<file path="src/rtl/serializer_piso_if.sv">
`default_nettype none
// ============================================================================
// Module      : serializer_piso_if
// Description : Parallel-load / serial-out handshake bundle. The master side
//               supplies the word and the load/shift/clear controls; the
//               slave side (the serializer) returns the serial bit, the
//               qualifiers and the consumed-bit count.
// Revision    : 1.0 - initial release
// ============================================================================
interface serializer_piso_if #(
    parameter int WORD_LENGTH = 8
);
    localparam int CNT_W = $clog2(WORD_LENGTH + 1);

    logic [WORD_LENGTH-1:0] data_in;
    logic                   load;
    logic                   shift;
    logic                   clear;
    logic                   data_out;
    logic                   valid;
    logic                   done;
    logic [CNT_W-1:0]       bit_count;

    modport master (
        output data_in, load, shift, clear,
        input  data_out, valid, done, bit_count
    );

    modport slave (
        input  data_in, load, shift, clear,
        output data_out, valid, done, bit_count
    );
endinterface
`default_nettype wire

</file>
<file path="src/rtl/serializer_piso.sv">
`default_nettype none
// ============================================================================
// Module      : serializer_piso
// Description : Parallel-in / serial-out shifter with an IDLE/SHIFT/DONE
//               FSM. Captures a word on load, emits one bit per shift
//               (LSB or MSB first), pulses done after the last bit and
//               allows a back-to-back reload from DONE.
// Revision    : 1.0 - initial release
// ============================================================================
module serializer_piso #(
    parameter int WORD_LENGTH = 8,
    parameter bit MSB_FIRST   = 1'b0
) (
    input  logic                clk,
    input  logic                reset,
    serializer_piso_if.slave    bus
);
    localparam int CNT_W = $clog2(WORD_LENGTH + 1);
    localparam logic [CNT_W-1:0] c_LAST = CNT_W'(WORD_LENGTH - 1);
    localparam logic [CNT_W-1:0] c_ONE  = CNT_W'(1);

    typedef enum logic [1:0] {
        S_IDLE  = 2'd0,
        S_SHIFT = 2'd1,
        S_DONE  = 2'd2
    } state_t;

    state_t                 r_state;
    state_t                 w_state_nxt;
    logic [WORD_LENGTH-1:0] r_shreg;
    logic [WORD_LENGTH-1:0] w_shreg_nxt;
    logic [WORD_LENGTH-1:0] w_shifted;
    logic [CNT_W-1:0]       r_bit_count;
    logic [CNT_W-1:0]       w_bit_count_nxt;
    logic                   w_out_bit;

    // Output end of the register and its zero-filled shifted image
    generate
        if (MSB_FIRST) begin : g_msb_first
            assign w_out_bit = r_shreg[WORD_LENGTH-1];
            assign w_shifted = {r_shreg[WORD_LENGTH-2:0], 1'b0};
        end else begin : g_lsb_first
            assign w_out_bit = r_shreg[0];
            assign w_shifted = {1'b0, r_shreg[WORD_LENGTH-1:1]};
        end
    endgenerate

    // State, shift register and bit counter; reset discards any word in flight
    always_ff @(posedge clk or posedge reset) begin
        if (reset) begin
            r_state     <= S_IDLE;
            r_shreg     <= '0;
            r_bit_count <= '0;
        end else begin
            r_state     <= w_state_nxt;
            r_shreg     <= w_shreg_nxt;
            r_bit_count <= w_bit_count_nxt;
        end
    end

    // Next-state logic; clear overrides everything and never produces done
    always_comb begin
        w_state_nxt     = r_state;
        w_shreg_nxt     = r_shreg;
        w_bit_count_nxt = r_bit_count;
        if (bus.clear) begin
            w_state_nxt     = S_IDLE;
            w_shreg_nxt     = '0;
            w_bit_count_nxt = '0;
        end else begin
            case (r_state)
                S_IDLE: begin
                    // A shift arriving with load only captures; no bit is consumed
                    if (bus.load) begin
                        w_shreg_nxt     = bus.data_in;
                        w_bit_count_nxt = '0;
                        w_state_nxt     = S_SHIFT;
                    end
                end
                S_SHIFT: begin
                    // load is ignored here so the word in flight is protected
                    if (bus.shift) begin
                        w_shreg_nxt     = w_shifted;
                        w_bit_count_nxt = r_bit_count + c_ONE;
                        if (r_bit_count == c_LAST) begin
                            w_state_nxt = S_DONE;
                        end
                    end
                end
                S_DONE: begin
                    // Reload straight into SHIFT for gapless back-to-back words
                    if (bus.load) begin
                        w_shreg_nxt     = bus.data_in;
                        w_bit_count_nxt = '0;
                        w_state_nxt     = S_SHIFT;
                    end else begin
                        w_state_nxt     = S_IDLE;
                    end
                end
                default: begin
                    w_state_nxt     = S_IDLE;
                    w_shreg_nxt     = '0;
                    w_bit_count_nxt = '0;
                end
            endcase
        end
    end

    // Outputs are pure decodes of registered state; data_out is forced low outside SHIFT
    always_comb begin
        bus.valid     = (r_state == S_SHIFT);
        bus.done      = (r_state == S_DONE);
        bus.data_out  = (r_state == S_SHIFT) ? w_out_bit : 1'b0;
        bus.bit_count = r_bit_count;
    end
endmodule
`default_nettype wire
</file>
<file path="src/flat_wrapper.sv">
// flat-port wrapper written by rule: the top's interface ports become plain ports
module serializer_piso_flat 
#(
    parameter int WORD_LENGTH = 8,
    parameter bit MSB_FIRST   = 1'b0
)
  (clk, reset, bus_data_in, bus_load, bus_shift, bus_clear, bus_data_out, bus_valid, bus_done, bus_bit_count);
  serializer_piso_if #(.WORD_LENGTH(WORD_LENGTH)) bus_i ();
  input  logic clk;
  input  logic reset;
  input wire logic [$bits(bus_i.data_in)-1:0] bus_data_in;
  input wire logic [$bits(bus_i.load)-1:0] bus_load;
  input wire logic [$bits(bus_i.shift)-1:0] bus_shift;
  input wire logic [$bits(bus_i.clear)-1:0] bus_clear;
  output wire logic [$bits(bus_i.data_out)-1:0] bus_data_out;
  output wire logic [$bits(bus_i.valid)-1:0] bus_valid;
  output wire logic [$bits(bus_i.done)-1:0] bus_done;
  output wire logic [$bits(bus_i.bit_count)-1:0] bus_bit_count;
  assign bus_i.data_in = bus_data_in;
  assign bus_i.load = bus_load;
  assign bus_i.shift = bus_shift;
  assign bus_i.clear = bus_clear;
  assign bus_data_out = bus_i.data_out;
  assign bus_valid = bus_i.valid;
  assign bus_done = bus_i.done;
  assign bus_bit_count = bus_i.bit_count;
  serializer_piso #(.WORD_LENGTH(WORD_LENGTH), .MSB_FIRST(MSB_FIRST)) u_core (.clk(clk), .reset(reset), .bus(bus_i));
endmodule
</file>
<file path="config.mk">
export PLATFORM = sky130hd
export DESIGN_NAME = serializer_piso_flat
export DESIGN_NICKNAME = d
export VERILOG_FILES = /design/src/rtl/serializer_piso_if.sv /design/src/rtl/serializer_piso.sv /design/src/flat_wrapper.sv
export SDC_FILE = /design/constraint.sdc
export NUM_CORES = 1
export LEC_CHECK = 0
export BUFFER_PORTS_ARGS = -buffer_cell sky130_fd_sc_hd__buf_2
export CORE_ASPECT_RATIO = 0.75
export CORE_MARGIN = 2
export CORE_UTILIZATION = 40
export DETAILED_ROUTE_END_ITERATION = 12
export PLACE_DENSITY = 0.73
export SKIP_LAST_GASP = 1
export SYNTH_ARGS = -nofsm -noshare
export SYNTH_HDL_FRONTEND = slang
export SYNTH_SLANG_ARGS = --single-unit
</file>
<file path="constraint.sdc">
create_clock -name clk -period 1.35 [get_ports clk]
set_input_delay 0.2025 -clock clk [delete_from_list [all_inputs] [get_ports clk]]
set_output_delay 0.2025 -clock clk [all_outputs]
set_load 0.005 [all_outputs]
</file>
Word level (Yosys, flattened, before mapping)
Index checks and enable logic that the tools add are counted.

Bits in registers: 14. Bits of input ports: 13. Logic and storage cells: 30.

Add/sub/neg operators: 1. Equality and inequality tests: 7. Mux-type cells: 15. Reduce and logical (&&, ||, !) cells: 4.

Operators by type and width (count): 8-bit 2-to-1 mux (3); 8-bit one-hot mux with 2 select lines (1); 4-bit 2-to-1 mux (3); 2-bit 2-to-1 mux (4); 4-bit one-hot mux with 2 select lines (1); 3-bit != test, second input constant (2); 2-bit one-hot mux with 3 select lines (1); 4-bit by 1-bit adder with 4-bit output, second input constant (1); 4-bit by 3-bit == test with 1-bit output, second input constant (1); 3-bit by 1-bit != test with 1-bit output, second input constant (1); 3-bit by 2-bit != test with 1-bit output, second input constant (1); 3-bit AND reduction (1); 2-bit by 1-bit == test with 1-bit output, second input constant (1); 2-bit == test, second input constant (1); 2-bit logical NOT (1); 1-bit 2-to-1 mux (2); 2-bit AND reduction (1); 2-bit OR reduction (1).

Depth between registers and ports, before layout
Depth in word-level cells: 5. Mapped depth: 4.

Worst setup path after synthesis
OpenSTA, ideal clock, no wires.

Path kind: register to register. From: register u_core.r_state[0]. To: register u_core.r_shreg[0]. Data arrival time: 1.207 ns. Data required time: 1.225 ns. Slack: 0.018 ns. Stages on the path, launching flop included: 4. Buffers on the path: 0. Period minus slack after synthesis: 1.332 ns. Cell sequence: dfrtp_1 > nor2b_2 > a21oi_4 > mux2_2.

RTL lines: start, declared (line serializer_piso.sv:28) `state_t r_state;`; start signal, assigned (line serializer_piso.sv:55) `r_state <= w_state_nxt;`; 2-bit by 1-bit == test with 1-bit output (*); net bus_valid (line flat_wrapper.sv:16) `output wire logic [$bits(bus_i.valid)-1:0] bus_valid;`; 8-bit one-hot mux with 2 select lines / 3-bit != test (equally long branches); 8-bit 2-to-1 mux / 2-bit AND reduction (equally long branches); end signal, assigned (line serializer_piso.sv:56) `r_shreg <= w_shreg_nxt;`; end, declared (line serializer_piso.sv:30) `logic [WORD_LENGTH-1:0] r_shreg;`.

Mark *: on every way through the listed nets, which the timed path passes. The rest lies on a longest branch. A chain may end at the register's enable or synchronous reset.

Final worst setup path
From: register u_core.r_state[0]. To: register u_core.r_shreg[4].

Longest elaborated chain between the ends: 4.

RTL lines: 2-bit == test / 2-bit logical NOT (equally long branches) (line serializer_piso.sv:71) `case (r_state)`; 2-bit OR reduction (no line); 8-bit one-hot mux with 2 select lines / 3-bit by 1-bit != test with 1-bit output (equally long branches); 8-bit 2-to-1 mux / 2-bit AND reduction (equally long branches).

Parallel ways exist; a longest one is shown, timed or not.

==> qor.yml <==
crit_fanout: 14
cts_made_buffers: 3
ys_ff_latch: 14
yosysMostFrequentCell: "dfrtp_1"
gp_congestion: 0.747
layout-drive-gt1-share_pct: 47.9
antenna_found_initial: 0
worst_slack_ns: -0.0282
drt-met1-wl_um: 747
clk_pin_slew_ns: 0.08
firstDrtPassIters: 4
num_rows: 13
combPwrFrac_pct: 23.7
viasPerCell: 5.09
path_delay_family: "flip-flops"
final_max_slew_viol_count: 0
ant_nets: 0
crit_buf_inv: 2
power.leakage_nw: 0.517
yosys.area.top_type: "dfrtp_1"
async_flop_share_pct: 100
yosys-top-cells-area: "dfrtp_1 (49%), mux2_2 (11%), a22o_1 (8.6%), mux2i_1 (4.2%), inv_1 (2.6%)"
cts-root-buf: "clkbuf_4"
netlist.area_leader.share_pct: 48.9
grt_max_degree: 15
diodes: 0
min_period_ns: 1.38
violations: "setup timing"
dp_hpwl_mm: 1.11
die_w_um: 52.9
path_cells: "buf_6 -> nor3b_4 -> buf_12 -> a22o_1 -> mux2_4"
synth_ff_type: "dfrtp_1"
power-per-cell-area_nw_per_um2: 881
final_cells: 118
wl_met3_um: 70
dr_wl_met2_um: 790
grt_pass1_wl_mm: 2.71
initial_core_util_pct: 42.0
yosys-top-cells-count: "dfrtp_1 (14), a22o_1 (7), mux2_2 (7)"
critical_path_class: "reg -> reg"
coreArea_sq_um: 1710
seq_area_frac_synth_pct: 48.9
critPathCaptureType: "flop"
netlist_instances: 62
slew_headroom_pct: 63.8
max_freq_ghz: 0.726
final_nets: 112
cts_sinks: 14
die-area_sq_um: 2150
fin_worst_skew_ns: 0.00449
io_buffers: 19
swShare_pct: 25.3
pwr-share-clk_pct: 24.8
worstPathRequired_ns: 1.51
post-place-cells: 109
first_iter_violations: 4
clock_path_buffers: 2
cp.arrival_ns: 1.54
cts_tree: "yes"
report.final.hold_viol_count: 0
synth-edff-count: 0
num_vias: 601
intPower_mw: 0.679
io_pins: 20
outcome: "finished, violations left"
die_y_um: 40.7
clk_latency_ns: 0.27
grt_pass1_vias: 604
ys_types: 22
htree_levels: 1
wire_per_inst_um: 13.8
setup.worst_path.start_class: "flop"
cp_slowest_cell: "dfrtp_1"
finalWirelength_mm: 1.62
seqPwrFrac_pct: 51.4
period_share_pct: 102
grtUsageTotal_pct: 18.3
drv_cap: 0
syn_area_per_cell_sq_um: 11.6
top_layer: "met4"
cpPeakStageDelay_ns: 0.40
fin_setup_tns_ns: -0.134
syn_to_final_growth_pct: 44.0
rsz0062_at_grt: "yes"
hold_path.class: "in -> reg"
fillCellCount: 151
ir_drop_mv: 0.598
synth_fp_nets: 76
p_sw_mw: 0.231
worstMarginPinSlew_ns: 0.542
syn_area_sq_um: 717
setup_violations: 9
yosys_warnings: 0
drc: 0
overflow: 0
registers in the layout, indices dropped and copies added (netlist names):
register              count
u_core.r_shreg            8
u_core.r_state            2
u_core.bus.bit_count      4
layout make-up:
cell class	count	area [sq um]	area share (%)
timing repair buffer	31	224	21.7
clock buffer	3	22.5	2.18
tap	22	27.5	2.67
inverter	5	18.8	1.82
sequential	14	350	33.9
multi-input combinational	43	389	37.7
layer usage:
layer | vias to the layer above | GRT usage [%]
met4 | 0 | 7.69
met2 | 14 | 34.1
li1 | 293 | -
met1 | 290 | 21.9
met5 | - | 0
met3 | 4 | 2.55
worst reg2reg max path, stage by stage, from the launching register on:
cell and delay, ns:
dfrtp_1 0.40, buf_6 0.14, nor3b_4 0.15, buf_12 0.14, a22o_1 0.19, mux2_4 0.25
logic make-up after synthesis:
logic type | share of synthesized area (%)
muxes | 15.2
and+or+nand+nor | 16.2
buffers and inverters | 3.67
adders and majority gates | 1.74
AOI/OAI and AO/OA | 14.3
DFF | 48.9
path summary, 6_finish.rpt:
path                                    from                      end  slack, ns  cells after the start
min                           bus_data_in[7]        u_core.r_shreg[7]       0.17                      3
min reg2reg                u_core.r_shreg[5]        u_core.r_shreg[5]       0.51                      1
max reg2reg                u_core.r_state[0]        u_core.r_shreg[4]      -0.03                      5
max                        u_core.r_state[0]        u_core.r_shreg[4]      -0.03                      5
min in group asynchronous              reset        u_core.r_shreg[4]       0.51                      3
max in group asynchronous              reset  u_core.bus.bit_count[2]       0.48                      3
through the flow:
| stage | setup WS, ns | cell area, sq um | power (mW) | hold WS, ns | util (%) |
|---|---|---|---|---|---|
| after floorplan | 0.0181 | 717 | 0.565 | 0.0917 | - |
| after global placement | -0.00451 | 897 | 0.633 | 0.255 | 52.5 |
| after detailed placement | -0.0430 | 897 | 0.639 | 0.267 | 52.5 |
| after CTS | -0.0269 | 1030 | 0.920 | 0.165 | 60.4 |
| after global routing | -0.0540 | 1030 | 0.960 | 0.167 | 60.4 |
| final | -0.0282 | 1030 | 0.910 | 0.169 | 60.4 |
layout by cell type, fill, tap and decap left out, types with 4 or more instances in the layout:
cell type / Yosys / layout
nor2_1: 4 / 4
buf_6: 0 / 5
buf_4: 1 / 7
buf_2: 0 / 17
dfrtp_1: 14 / 14
inv_1: 5 / 5
a22o_1: 7 / 7
mux2_4: 0 / 5
power groups by stage:
stage               Sequential (mW)  Combinational [mW]  Clock [mW]
finish                        0.468               0.216       0.226
global placement              0.475               0.158           0
detailed placement            0.477               0.163           0
global route                  0.471               0.235       0.255
CTS                           0.467               0.218       0.235
floorplan                     0.471              0.0941           0
timing repair:
action | in CTS | in global routing
buffers inserted | 5 | 1
hold buffers | 1 | 0
gates cloned | 1 | 0
endpoints found under the setup margin | 9 | 10
resized for setup | 14 | 0
hold endpoints to repair | 14 | 0
pin swaps | 3 | 3
(Power assumes the default switching activity.)
